**config.mk**
```make
export PLATFORM = sky130hd
export DESIGN_NAME = slow_fpu_sched
export DESIGN_NICKNAME = d
export VERILOG_FILES = /design/src/rtl/fpu_sched_pkg.sv /design/src/rtl/sched_watchdog.sv /design/src/rtl/slow_fpu_sched.sv
export SDC_FILE = /design/constraint.sdc
export NUM_CORES = 1
export LEC_CHECK = 0
export CORE_ASPECT_RATIO = 0.6
export CORE_MARGIN = 3
export CORE_UTILIZATION = 34
export CTS_BUF_LIST = sky130_fd_sc_hd__clkbuf_2 sky130_fd_sc_hd__clkbuf_4 sky130_fd_sc_hd__clkbuf_8
export DETAILED_ROUTE_END_ITERATION = 8
export GPL_TIMING_DRIVEN = 0
export HOLD_SLACK_MARGIN = 0.08
export PLACE_DENSITY = 0.67
export SLEW_MARGIN = 20
export SYNTH_ARGS = -nofsm -noshare
export SYNTH_HDL_FRONTEND = slang
export SYNTH_HIERARCHICAL = 1
export SYNTH_SLANG_ARGS = --single-unit
```
**constraint.sdc**
```tcl
create_clock -name clk -period 4.6 [get_ports clk]
set_clock_uncertainty 0.15 [all_clocks]
set_input_delay 1.38 -clock clk [delete_from_list [all_inputs] [get_ports clk]]
set_output_delay 1.38 -clock clk [all_outputs]
set_load 0.01 [all_outputs]
```
**src/rtl/fpu_sched_pkg.sv**
```systemverilog
// Shared types and constants for the slow-FPU scheduler and the slow FPU decoder.
package fpu_sched_pkg;

   typedef enum logic [1:0] {IDLE, WAIT, DONE, DRAIN} sched_state_t;

   localparam logic [31:0] NAN_VALUE = 32'h7FC0_0000;

   // Slow-op opcodes, kept in sync with the slow FPU decoder
   localparam logic [4:0] OP_FDIV  = 5'h00;
   localparam logic [4:0] OP_FSQRT = 5'h01;
   localparam logic [4:0] OP_FREM  = 5'h02;

endpackage

```
**src/rtl/sched_watchdog.sv**
```systemverilog
// Free-running cycle counter with a terminal-count flag; used for both WAIT and DRAIN.
module sched_watchdog #(
   parameter int CNT_W    = 7,
   parameter int TERMINAL = 63
) (
   input  logic clk,
   input  logic rst,
   input  logic clr,
   input  logic en,
   output logic tc
);

   logic [CNT_W-1:0] cnt;

   always_ff @(posedge clk or posedge rst) begin
      if (rst)
         cnt <= '0;
      else if (clr)
         cnt <= '0;
      else if (en)
         cnt <= cnt + CNT_W'(1);
   end

   assign tc = (cnt == CNT_W'(TERMINAL));

endmodule

```
**src/rtl/slow_fpu_sched.sv**
```systemverilog
// Issues one slow FPU op at a time from E, stalls until it completes, holds the result
// while E is frozen, and drains orphaned ops after a flush.
module slow_fpu_sched
   import fpu_sched_pkg::*;
#(
   parameter int          OP_W           = 5,
   parameter int          TIMEOUT_CYCLES = 64,
   parameter int          CNT_W          = 7,
   parameter logic [31:0] NAN_VALUE      = fpu_sched_pkg::NAN_VALUE
) (
   input  logic            clk,
   input  logic            rst,
   input  logic            req,
   input  logic [OP_W-1:0] op,
   input  logic [31:0]     src_a,
   input  logic [31:0]     src_b,
   input  logic            hold_e,
   input  logic            flush_e,
   output logic            fpu_start,
   output logic [OP_W-1:0] fpu_op,
   output logic [31:0]     fpu_a,
   output logic [31:0]     fpu_b,
   input  logic            fpu_valid,
   input  logic [31:0]     fpu_result,
   output logic            stall_fpu,
   output logic [31:0]     result,
   output logic            result_valid,
   output logic            timeout_err
);

   sched_state_t state, state_nx;
   logic         issue;
   logic         tc;

   // Counter restarts on every state change, so it is zero on entry to WAIT/DRAIN
   sched_watchdog #(
      .CNT_W    (CNT_W),
      .TERMINAL (TIMEOUT_CYCLES - 1)
   ) u_wdog (
      .clk (clk),
      .rst (rst),
      .clr (state_nx != state),
      .en  ((state == WAIT) || (state == DRAIN)),
      .tc  (tc)
   );

   always_comb begin
      state_nx  = state;
      issue     = 1'b0;
      stall_fpu = 1'b0;
      case (state)
         IDLE: begin
            if (req && !flush_e) begin
               issue     = 1'b1;
               stall_fpu = 1'b1;
               state_nx  = WAIT;
            end
         end
         WAIT: begin
            stall_fpu = 1'b1;
            if (flush_e)
               state_nx = DRAIN;
            else if (fpu_valid || tc)
               state_nx = DONE;
         end
         DONE: begin
            if (flush_e || !hold_e)
               state_nx = IDLE;
         end
         DRAIN: begin
            // A new op waits here and issues from IDLE once the orphan returns
            stall_fpu = req && !flush_e;
            if (fpu_valid || tc)
               state_nx = IDLE;
         end
         default: state_nx = IDLE;
      endcase
   end

   always_ff @(posedge clk or posedge rst) begin
      if (rst) begin
         state       <= IDLE;
         fpu_start   <= 1'b0;
         fpu_op      <= '0;
         fpu_a       <= '0;
         fpu_b       <= '0;
         result      <= '0;
         timeout_err <= 1'b0;
      end else begin
         state     <= state_nx;
         fpu_start <= issue;
         if (issue) begin
            fpu_op <= op;
            fpu_a  <= src_a;
            fpu_b  <= src_b;
         end
         if (state == WAIT && !flush_e) begin
            if (fpu_valid) begin
               result <= fpu_result;
            end else if (tc) begin
               result      <= NAN_VALUE;
               timeout_err <= 1'b1;
            end
         end
         if (state == DRAIN && !fpu_valid && tc)
            timeout_err <= 1'b1;
      end
   end

   assign result_valid = (state == DONE);

endmodule

```
[After elaboration in Yosys (flattened, before gate mapping)]
Index checks and enable logic that the tools add are counted.
Operators by class
  add/subtract/negate cells: 1
  eq/ne operators: 6
  muxes and demuxes: 17
  reduce and logical (&&, ||, !) cells: 17
Operators with widths (count)
  32-bit 2-to-1 mux: 2
  7-bit 2-to-1 mux: 2
  2-bit 2-to-1 mux: 5
  2-bit case mux with 4 select lines: 1
  2-bit nonzero test: 4
  7-bit by 1-bit adder with 7-bit output (second input constant): 1
  7-bit by 6-bit equality test with 1-bit output (second input constant): 1
  1-bit 2-to-1 mux: 6
  2-bit equality test (second input constant): 2
  1-bit logical AND: 4
  1-bit logical NOT: 3
  1-bit logical OR: 3
  1-bit case mux with 3 select lines: 1
  3-bit AND reduction: 1
  2-bit by 1-bit equality test with 1-bit output (second input constant): 1
  2-bit logical NOT: 1
  2-bit by 1-bit inequality test with 1-bit output (second input constant): 1
  2-bit inequality test: 1
  2-bit AND reduction: 1
Word-level totals
  register bits after elaboration: 112
  output and inout bits: 105
  logic and storage cells: 49

[Longest topological paths before layout]
  word-level depth: 7
  depth in mapped cells: 7

[Modules after synthesis]
The synthesis kept the hierarchy.
Modules (own cells, without submodules)
  slow_fpu_sched: instances 1, cells an instance 262, area each 4443.0 um^2
  sched_watchdog: instances 1, cells an instance 31, area each 327.8 um^2

[Worst setup path before layout]
No wires, ideal clock.
  path kind: input port to output port
  from: input req
  to: output stall_fpu
  arrival: 1.852 ns
  data required time: 3.070 ns
  slack: 1.218 ns
  stages: 3
  buffers on the path: 0
  path through: nor2b_4 a21oi_1 nor2_1
Between the ends
  cells in the longest elaborated chain, start to end: 3
Ends and longest elaborated chain
  start, declared: line slow_fpu_sched.sv:13  | input logic req,
  1-bit logical AND *: line slow_fpu_sched.sv:53, slow_fpu_sched.sv:72
  1-bit 2-to-1 mux: line slow_fpu_sched.sv:53  | if (req && !flush_e) begin
  1-bit case mux with 3 select lines *: line slow_fpu_sched.sv:51  | case (state)
  end, declared: line slow_fpu_sched.sv:25  | output logic stall_fpu,
Every way passes the cells marked *; elsewhere a longest branch is shown, timed or not.

[Worst setup path after layout]
  from: input flush_e
  to: output stall_fpu
Between the ends
  cells in the longest elaborated chain, start to end: 4
Ends and longest elaborated chain
  start, declared: line slow_fpu_sched.sv:18  | input logic flush_e,
  1-bit logical NOT *: line slow_fpu_sched.sv:53, slow_fpu_sched.sv:72
  1-bit logical AND *: line slow_fpu_sched.sv:53, slow_fpu_sched.sv:72
  1-bit 2-to-1 mux: line slow_fpu_sched.sv:53
  1-bit case mux with 3 select lines *: line slow_fpu_sched.sv:51
Marked as above.

==> impl_metrics.tcl <==
set metrics [dict create \
    tightest_slew_ns 0.526 \
    holdBufCountCts 0 \
    cp_top_family "buffers and inverters" \
    synth_common_cells "112 x dfrtp_1, 69 x mux2_4, 23 x a22o_1" \
    hold_viol 0 \
    drc 0 \
    synthDistinctLibCells 40 \
    yosysMostFrequentCell "dfrtp_1" \
    synth_xor_area_share_pct 0.734 \
    die_h_um 97.8 \
    synth_edf_count 0 \
    multi_input_area_um2 1750 \
    cts_sinks 112 \
    hold_path_class "flip-flop to flip-flop" \
    grt.overflow.total 0 \
    yosys.area_share.simple_pct 4.17 \
    cp_max_fo 6 \
    final-setup-viol-count 0 \
    ys.flop_type "dfrtp_1" \
    syn-cell-area_um2 4770 \
    p_leak_nw 3.35 \
    synthAdderAreaFrac_pct 1.57 \
    core_um2 13300 \
    nFillCells 1049 \
    antenna_found_initial 0 \
    yosysTopAreaCell "dfrtp_1" \
    required_ns 3.07 \
    start_util_pct 36.0 \
    clkTransAtPathRegs_ns 0.10 \
    yosysSeqAreaShare_pct 58.7 \
    ys_top_cells_by_area "dfrtp_1 59%, mux2_4 22%, a22o_1 4.2%" \
    diodes 0 \
    comb_power_share_pct 50.2 \
    num_rows 32 \
    cpPeakStageDelay_ns 0.56 \
    grt_start_max_net_pins 66 \
    timing.critical_path.mode_cell "clkdlybuf4s50_1" \
    crit_path_start_kind "primary input" \
    clock.fmax_ghz 0.226 \
    status "finished, final reports clean" \
    synth_top_family_by_area "multiplexers" \
    p_sw_mw 1.44 \
    layout_min_cycle_time_ns 4.42 \
    via_count 3235 \
    clkPwrFrac_pct 12.6 \
    routed_via_density 4.56 \
    cts_max_level 3 \
    dp_cells 692 \
    p_seq_share_pct 37.2 \
    maxSlewHeadroom_pct 64.9 \
    port_buffers 211 \
    fin_crit_sh_pct 96.1 \
    synth_compound_area_share_pct 8.34 \
    vdd_drop_max_mv 0.275 \
    die_x_um 159 \
    syn2layout_area_growth_pct 54.2 \
    grt_pass1_wl_um 19700 \
    sw_frac_of_total_pct 31.1 \
    grt_setup_unrepaired "no" \
    fin_nets 631 \
    crit_arrival_ns 2.89 \
    end_kind "primary output" \
    regArea_um2 2800 \
    critical_path_class "primary input to primary output" \
    critPathBufInv 2 \
    synthMuxAreaShare_pct 21.9 \
    yosys_warnings 6 \
    synthArstFlopShare_pct 100 \
    drive_gt1_share_pct 20.7 \
    final_util_pct 55.5 \
    place_congestion 0.752 \
    ys_seq_elements 112 \
    drt_first_iter_violations 146 \
    antenna_left 0 \
    ioPinCount 212 \
    yosysTopAreaCellShare_pct 58.7 \
    drv_slew 0 \
    avgRoutedWirePerCell_um 17.1 \
    cp_slowest_cell "clkdlybuf4s50_1" \
    instances_no_fill 710 \
    finalWirelength_um 12100 \
    power_density_nw_per_um2 627 \
    die-area_um2 15500 \
    dp_hpwl_um 9180 \
    syn_avg_cell_area_um2 16.3 \
    internal-power_mw 3.18 \
    clockBufferDepth 2 \
    cts-buffers-inserted 9 \
    dr.pass1.iters 5 \
    track_usage_pct 15.9 \
    clk_latency_ns 0.37 \
    cts_tree "yes" \
    grt_pass1_vias 3537 \
    cts-root-buf "clkbuf_8" \
    path_cells "clkdlybuf4s50_1 > nor2b_4 > a21oi_1 > nor2_1 > clkdlybuf4s50_1" \
    syn_nets 406 \
    synth_cells 293 \
    drv_cap 0 \
]
-- worst paths after layout --
check	from	end	slack, ns	cells past startpoint
max reg2reg	u_wdog/cnt[2]	u_wdog/cnt[0]	2.17	6
min in group asynchronous	rst	u_wdog/cnt[2]	1.21	2
min	timeout_err	timeout_err	0.34	1
max in group asynchronous	rst	fpu_op[4]	2.40	3
max	flush_e	stall_fpu	0.18	5
min reg2reg	timeout_err	timeout_err	0.34	1
-- cell type report --
class	instances	area share, %
buffer	14	2.57
clock buffer	11	1.97
clock inverter	5	0.629
inverter	7	0.425
multi-input combinational	160	23.8
sequential	112	38.1
tap	187	3.18
timing repair buffer	214	29.3
-- metrics by stage --
step                total power, mW  hold slack, ns  setup TNS (ns)  setup WS (ns)  instance area, um^2
floorplan                      2.83           0.354               0          0.309                 4770
global placement               4.01           0.306         -139.70          -1.33                 7120
detailed placement             4.06           0.329               0         0.0875                 7150
CTS                            4.68           0.354               0         0.0784                 7340
global route                   4.89           0.382               0         0.0734                 7360
finish                         4.61           0.344               0          0.178                 7360
-- power groups by stage --
stage                     sequential [mW]  clock [mW]  combinational [mW]
final                                1.72       0.582                2.31
after global routing                 1.78       0.658                2.45
after CTS                            1.72       0.618                2.34
after detailed placement             1.73           0                2.34
after global placement               1.71           0                2.30
after floorplan                      1.91           0               0.917
-- worst reg2reg max path: cells and delay by family, from the launching register on --
| family | cells | cell delay [ns] |
|---|---|---|
| simple gates | 4 | 0.95 |
| compound gates | 2 | 0.77 |
| flops | 1 | 0.45 |
-- layer usage --
metal  routed length, um  part of all wire, %  up-vias  GRT usage [%]
li1                    -                    -     1504              -
met1                5740                   47     1574           22.3
met2                5030                   42      144           22.2
met3                1170                  9.7       13           7.38
met4                 173                  1.4        0           4.17
met5                   0                    0        -              0
-- registers in the layout, indices dropped and copies added, names as in the netlist --
signal and flops:
fpu_a 32, fpu_b 32, result 32, u_wdog/cnt 7
fpu_op 5, state 2, fpu_start 1, timeout_err 1
-- timing repair --
item                       4_1_cts  5_1_grt
buffers inserted                 0        2
setup endpoints to repair        0        1
resized for setup                0        0
-- cells by family (layout without fill, tap and decap cells) --
group | after synthesis | after routing
buffers and inverters | 21 | 251
adders and majority gates | 6 | 6
xor gates and xnor gates | 4 | 4
DFF | 112 | 112
AOI/OAI and AO/OA | 50 | 50
and+or+nand+nor | 30 | 30
muxes | 70 | 70
-- cells in the final DEF (no fill, tap or decap), drive strengths merged, types with 2 or more instances in the layout --
| master | synthesis | final |
|---|---|---|
| a21oi | 5 | 5 |
| a221oi | 2 | 2 |
| a22o | 23 | 23 |
| and2 | 2 | 2 |
| buf | 14 | 17 |
| clkbuf | 0 | 11 |
| clkdlybuf4s50 | 0 | 211 |
| dfrtp | 112 | 112 |
| ha | 6 | 6 |
| inv | 7 | 11 |
| mux2 | 69 | 69 |
| nand2 | 4 | 4 |
| nand4 | 3 | 3 |
| nor2 | 7 | 7 |
| nor2b | 5 | 5 |
| nor3b | 2 | 2 |
| o21ai | 6 | 6 |
| o22a | 9 | 9 |
| or3 | 2 | 2 |
| xor2 | 3 | 3 |
No activity file was read; power rests on OpenSTA's default activity.
